**config.mk**
```make
export PLATFORM = sky130hd
export DESIGN_NAME = nibble_step_counter
export DESIGN_NICKNAME = d
export VERILOG_FILES = /design/src/rtl/nibble_pkg.sv /design/src/rtl/debounce.sv /design/src/rtl/nibble_step_counter.sv
export SDC_FILE = /design/constraint.sdc
export NUM_CORES = 1
export LEC_CHECK = 0
export CORE_AREA = 8 8 45 47
export CTS_BUF_LIST = sky130_fd_sc_hd__clkbuf_8
export DETAILED_ROUTE_END_ITERATION = 8
export DIE_AREA = 0 0 53 55
export GPL_TIMING_DRIVEN = 0
export PLACE_DENSITY = 0.67
export REMOVE_ABC_BUFFERS = 1
export SLEW_MARGIN = 25
export SYNTH_ARGS = -nofsm -noshare
export SYNTH_HDL_FRONTEND = slang
export SYNTH_SLANG_ARGS = --single-unit
```
**constraint.sdc**
```tcl
create_clock -name clk -period 2.55 [get_ports clk]
set_clock_uncertainty 0.1 [all_clocks]
set_input_delay 0.51 -clock clk [delete_from_list [all_inputs] [get_ports clk]]
set_output_delay 0.51 -clock clk [all_outputs]
set_load 0.05 [all_outputs]
```
**src/rtl/nibble_pkg.sv**
```systemverilog
// nibble_pkg: shared types and widths for the nibble step counter
package nibble_pkg;
  localparam int COUNT_W = 4;
  typedef enum logic [1:0] {IDLE, PRESS_WAIT, HELD, RELEASE_WAIT} debounce_state_t;
endpackage

```
**src/rtl/debounce.sv**
```systemverilog
// debounce: two-flop synchroniser plus debounce FSM for an active-low push button
module debounce
  import nibble_pkg::*;
#(
  parameter int DEBOUNCE_CYCLES = 16
) (
  input  logic clk,
  input  logic rst_n,
  input  logic btn_n,
  output logic pressed,
  output logic press_pulse
);
  localparam int DW = $clog2(DEBOUNCE_CYCLES);
  localparam logic [DW-1:0] LOAD = DW'(DEBOUNCE_CYCLES - 1);
  logic [1:0] sync;
  logic s;
  logic last;
  logic [DW-1:0] dcnt, dcnt_nx;
  debounce_state_t state, state_nx;
  assign s = sync[1];
  assign last = dcnt == DW'(1);
  always_ff @(posedge clk) begin
    if (!rst_n) begin
      sync <= 2'b11;
      state <= IDLE;
      dcnt <= '0;
    end else begin
      sync <= {sync[0], btn_n};
      state <= state_nx;
      dcnt <= dcnt_nx;
    end
  end
  always_comb begin
    state_nx = state;
    dcnt_nx = dcnt;
    unique case (state)
      IDLE: if (!s) begin
        state_nx = PRESS_WAIT;
        dcnt_nx = LOAD;
      end
      PRESS_WAIT: if (s) state_nx = IDLE;
        else if (last) state_nx = HELD;
        else dcnt_nx = dcnt - DW'(1);
      HELD: if (s) begin
        state_nx = RELEASE_WAIT;
        dcnt_nx = LOAD;
      end
      RELEASE_WAIT: if (!s) state_nx = HELD;
        else if (last) state_nx = IDLE;
        else dcnt_nx = dcnt - DW'(1);
    endcase
  end
  // press_pulse is combinational so the count updates on the same edge that enters HELD
  always_comb begin
    pressed = state == HELD || state == RELEASE_WAIT;
    press_pulse = state == PRESS_WAIT && !s && last;
  end
endmodule

```
**src/rtl/nibble_step_counter.sv**
```systemverilog
// nibble_step_counter: debounced-press 4-bit counter feeding the LED inverter
// Optional auto-step prescaler enabled by defining AUTO_STEP_EN.
module nibble_step_counter
  import nibble_pkg::*;
#(
  parameter int DEBOUNCE_CYCLES = 16,
  parameter int PRESCALE = 8
) (
  input  logic               clk,
  input  logic               rst_n,
  input  logic               btn_n,
  input  logic               auto_en,
  output logic [COUNT_W-1:0] count,
  output logic               step,
  output logic               pressed
);
  logic press_pulse;
  logic tick;
  debounce #(.DEBOUNCE_CYCLES(DEBOUNCE_CYCLES)) u_debounce (
    .clk(clk),
    .rst_n(rst_n),
    .btn_n(btn_n),
    .pressed(pressed),
    .press_pulse(press_pulse)
  );
`ifdef AUTO_STEP_EN
  localparam int PW = $clog2(PRESCALE);
  logic [PW-1:0] pcnt;
  assign tick = auto_en && pcnt == PW'(PRESCALE - 1);
  always_ff @(posedge clk) begin
    if (!rst_n || !auto_en) pcnt <= '0;
    else pcnt <= tick ? '0 : pcnt + PW'(1);
  end
`else
  logic unused_auto;
  assign tick = 1'b0;
  assign unused_auto = auto_en | (PRESCALE < 2);
`endif
  // a press and a tick in the same cycle merge into a single increment
  always_ff @(posedge clk) begin
    if (!rst_n) begin
      count <= '0;
      step <= 1'b0;
    end else begin
      step <= press_pulse || tick;
      count <= count + COUNT_W'(press_pulse || tick);
    end
  end
endmodule

```
* Word-level counts from Yosys, hierarchy flattened
Cells that the tools add are included.
Cells by class: multiplexer cells 13, add/subtract/negate cells 2, equality and inequality tests 10, reduce and logical (&&, ||, !) cells 7
Operators by type and width (count):
- $mux W4 | 5
- $pmux W4 S4 | 1
- $mux W2 | 6
- $pmux W2 S4 | 1
- $reduce_and A4 Y1 | 2
- $add A4 B1 Y4 | 1
- $eq A2 B2 Y1 const B | 2
- $eq A4 B1 Y1 const B | 1
- $ne A2 B1 Y1 const B | 2
- $ne A2 B2 Y1 const B | 2
- $sub A4 B1 Y4 const B | 1
- $ne A3 B1 Y1 const B | 1
- $ne A3 B3 Y1 const B | 1
- $eq A2 B1 Y1 const B | 1
- $logic_and A1 B1 Y1 | 2
- $logic_not A2 Y1 | 1
- $logic_not A1 Y1 | 1
- $logic_or A1 B1 Y1 | 1
Storage, ports and cells: flip-flop bits (word level) 13

* Depth between registers and ports, before layout
depth in word-level cells 4, gate-level depth with buffers 8, mapped depth without buffers 8

* Hierarchy
Synthesis repeated with hierarchy kept, for this count alone.
Second synthesis, totals: cell total of the unflattened synthesis 51, area, all modules 571.8 um2
By module, submodules not included:
- debounce | sequential area each 160.2 um2, instances 1, cells an instance 35, area each 387.9 um2
- nibble_step_counter | sequential area each 100.1 um2, instances 1, cells an instance 16, area each 183.9 um2

* Least setup slack after synthesis
No wires, ideal clock.
path type register to register, start register u_debounce.dcnt[0], end register count[3], data required time 2.335 ns, cell stages (with the launch flop) 8, arrival time 1.497 ns, library setup time 0.115 ns, path slack 0.838 ns, path through dfxtp_1 -> ha_1 -> nand4bb_1 -> nor3_1 -> ha_1 -> nand3_1 -> xnor2_1 -> and2_1
Between the ends: cells in the longest elaborated chain, start to end 3
RTL lines:
- from (decl) | line debounce.sv:18 | logic [DW-1:0] dcnt, dcnt_nx;
- from (signal assigned) | line debounce.sv:30 | dcnt <= dcnt_nx;
- $eq A4 B1 Y1 | line debounce.sv:21 | assign last = dcnt == DW'(1);
- $logic_and A1 B1 Y1 | line debounce.sv:56 | press_pulse = state == PRESS_WAIT && !s && last;
- via press_pulse | line nibble_step_counter.sv:17 | logic press_pulse;
- $add A4 B1 Y4 | line nibble_step_counter.sv:46 | count <= count + COUNT_W'(press_pulse || tick);
- to (signal assigned) | line nibble_step_counter.sv:46
- to (decl) | line nibble_step_counter.sv:13 | output logic [COUNT_W-1:0] count,
The timed path passes the listed nets, and every way through them passes these cells. A chain may end at the register's enable or synchronous reset.

==> metrics list <==
- Run status: finished, final reports clean
- Traced cell by cell, the critical path runs through clkdlybuf4s50_1.
* Clock Path Buffers: 2
- The max-slew violation count was 0.
* Signal arrival time at the worst endpoint: 1530 ps
- Final TNS setup: 0 ps
* Post-cts repair resize count: 0
- The most common cell in the synthesized netlist is dfxtp_1.
* First-pass GRT wire length: 1610 um
- The floorplan step defined a die boundary enclosing roughly 2900 um2.
* Main synth FF type: dfxtp_1
* Worst path bufs/invs: 1
- Buffers inserted to repair hold after CTS numbered 0.
* Post-DR wirelength/cell: 11.1 um
- Vias in the first global route: between 400 and 500
* Detail Route Antenna Nets: 0
* Number of warnings printed during yosys synthesis: 0
* Count of port buffers added during placement: 8
* Remaining DRCs: 0
- The post-route netlist has under 10% of its cells at a drive strength greater than 1.
- In this run the tightest slew margin relative to its limit is 66.6%.
* Die extent in y: 55 um
- Yosys mapped a number of flops with a built-in enable equal to 0.
- Area of the placeable core: 1380 um2
- Sort of element at the end of the critical path: output port
* CP Class: reg -> out
- Relative contribution of the clock network to total power: 41.7%
- Die width: between 50 and 60 um
- Cell-internal power: between 0.3 and 0.4 mW
- Mean Syn Cell Area: 9.92 um2
- Counting flops with an async set or reset pin after synthesis yields a share of 0%.
* Type of the worst min-delay path: reg -> reg
- Post-synth top area share: a little under half
- Worst skew pair latency: 240 ps
- Cells after synthesis: 58
- Maximum cell stage delay along the critical path: 850 ps
- Global routing finished with a remaining overflow of 0.
- Post-synthesis register bit count: 13
- Clock Pin Slew Worst Setup and Hold Paths: 50 ps
- Power per standard cell area: 583 nW/um2
- Max-cap violations in this run came to 0.
- For the pin with the worst max-slew slack, the measured transition is 500 ps.
- Setup repair after global routing left no endpoint under its margin.
- Across the VDD grid, the largest voltage drop is between 0.3 and 0.4 mV.
- Pin placement for this block handled 10 I/O pins.
- Yosys top cell by area: dfxtp_1
- The startpoint identified for the worst register-to-register timing path is u_debounce.dcnt[0]$_SDFFE_PN0P_.
- Total setup violations reported at the end of the flow: 0
* Critical path data required time: roughly 1900 ps
- Share of total power in combinational logic: 6.5%
* Number of H-tree levels: 1
- Switching share of total power: 20.8%
* Leak pwr: about 0.30 nW
- CTS saw 13 sinks.
* Post-Syn Area: ~580 um2
- Placer Congestion: a little under 0.8
- The first detailed-routing pass took 4 iterations.
- The worst hold path begins at u_debounce.sync[0]$_SDFF_PN1_.
- Entering global routing, the biggest net connects 15 pins.
- Summed over all nets, the switching power comes to around 0.086 mW.
- # nets final: just under 80
- Share of the cycle needed by the critical path after routing: 83.8%
- The hold violation count in the final report was 0.
- Area grow syn2layout: 23.9%
- Global routing used 7.68% of the available tracks across all layers.
* Total clock buffers created by CTS: 3
- Leading post-synthesis cells by instance count: dfxtp_1, and2_1, ha_1, nand3_1
* Starting utilization of the core area: between 40% and 50%
* Final design utilization: a little over 50%
- The initial antenna violation count is 0.
- Min Tclk post-route: 2140 ps
* Via count: 417
* Post-CTS Setup Repair Bufs: 0
- Category of the worst setup path launch point: flip-flop
- In this run, flip-flops and latches consume between 50% and 60% of the power.
- Largest cells by area after synthesis: dfxtp_1, ha_1, and2_1, nand3_1, xor2_1
- Along the worst path, the maximum fanout reaches 5.
- Based on the critical path, the design can be clocked at up to 468 MHz.
- CTS root buf: clkbuf_8
- After floorplanning, the core was divided into 14 placement rows.
- Fraction of the yosys area taken by sequential cells: a little under half
- DRC violation total after the first TritonRoute iteration: 2
* Critical path's slowest cell: clkdlybuf4s50_1
* Clock tree from TritonCTS: yes
- Final WL: 935 um
- After detailed routing, the number of vias per cell comes to 4.96.
- Synthesis instantiated 25 different standard cells from the library.
- 0 antenna diodes ended up in the layout.
- Cell family with the largest share of critical-path delay: buffers and inverters
-- worst reg2reg max path, delay by kind of cell, from the launching register on --
family        cells  cell delay (ps)
fa+ha+maj         2              470
simple gates      4              660
xor+xnor          1              130
flops             1              400
-- per-stage QoR --
step | hold WS [ps] | instances | area (um2) | total power, mW | worst slack [ps]
CTS | 312 | 84 | 713 | 0.423 | 399
detailed placement | 297 | 80 | 668 | 0.246 | 664
global route | 326 | 84 | 713 | 0.437 | 358
floorplan | 286 | 56 | 568 | 0.237 | 756
finish | 310 | 84 | 713 | 0.416 | 413
global placement | 293 | 80 | 668 | 0.246 | 668
-- registers in the layout, indices dropped and copies added, names as in the netlist, named ones only --
name	flops
u_debounce.state	1
step	1
u_debounce.dcnt	4
count	4
u_debounce.sync	2
-- routing by layer --
metal	wire (um)	global-route usage, %	share of wire, %
met5	0	0	0
met4	0	6.47	0
met3	34	3.48	3.6
met2	452	12.5	48
met1	448	7.38	48
-- cell families (layout without fill, tap and decap cells) --
group,after synthesis,in the layout,synth area share [%]
adder cells (fa/ha/maj),4,4,8.70
XOR/XNOR,4,4,7.39
buffers and inverters,4,14,2.61
flip-flops,13,13,45.2
AO/OA/AOI/OAI,12,12,13.0
AND/OR/NAND/NOR,21,21,23.0
-- power groups by stage --
stage               sequential [mW]  combinational (mW)  clock [mW]
floorplan                     0.218              0.0190           0
global placement              0.219              0.0271           0
detailed placement            0.219              0.0273           0
CTS                           0.215              0.0275       0.181
global route                  0.216              0.0308       0.191
finish                        0.215              0.0272       0.173
-- cell usage in the layout (no fill, tap or decap), drive strengths merged, types with 3 or more instances in the layout --
master,netlist,final
dfxtp,13,13
and2,6,6
clkdlybuf4s50,0,8
ha,4,4
o21ai,5,5
nand3,4,4
a21oi,3,3
clkbuf,2,3
inv,2,3
-- path summary, 6_finish.rpt --
kind | endpoint | slack [ps] | depth (start not counted)
worst min register to register | u_debounce.sync[1]$_SDFF_PN1_ | 310 | 1
worst min-delay path | u_debounce.sync[1]$_SDFF_PN1_ | 310 | 1
worst max register to register | count[3]$_SDFF_PN0_ | 690 | 7
worst max-delay path | pressed | 410 | 1
-- layout make-up --
class                   count  area [um2]
repair buffers              8        80.1
flip-flops and latches     13         260
multi-input cells          41         300
clock inverters             1        3.75
inverters                   2        7.51
clock buffers               3        41.3
well taps                  16        20.0
fillers                   137         671
No activity file was read; power rests on OpenSTA's default activity.
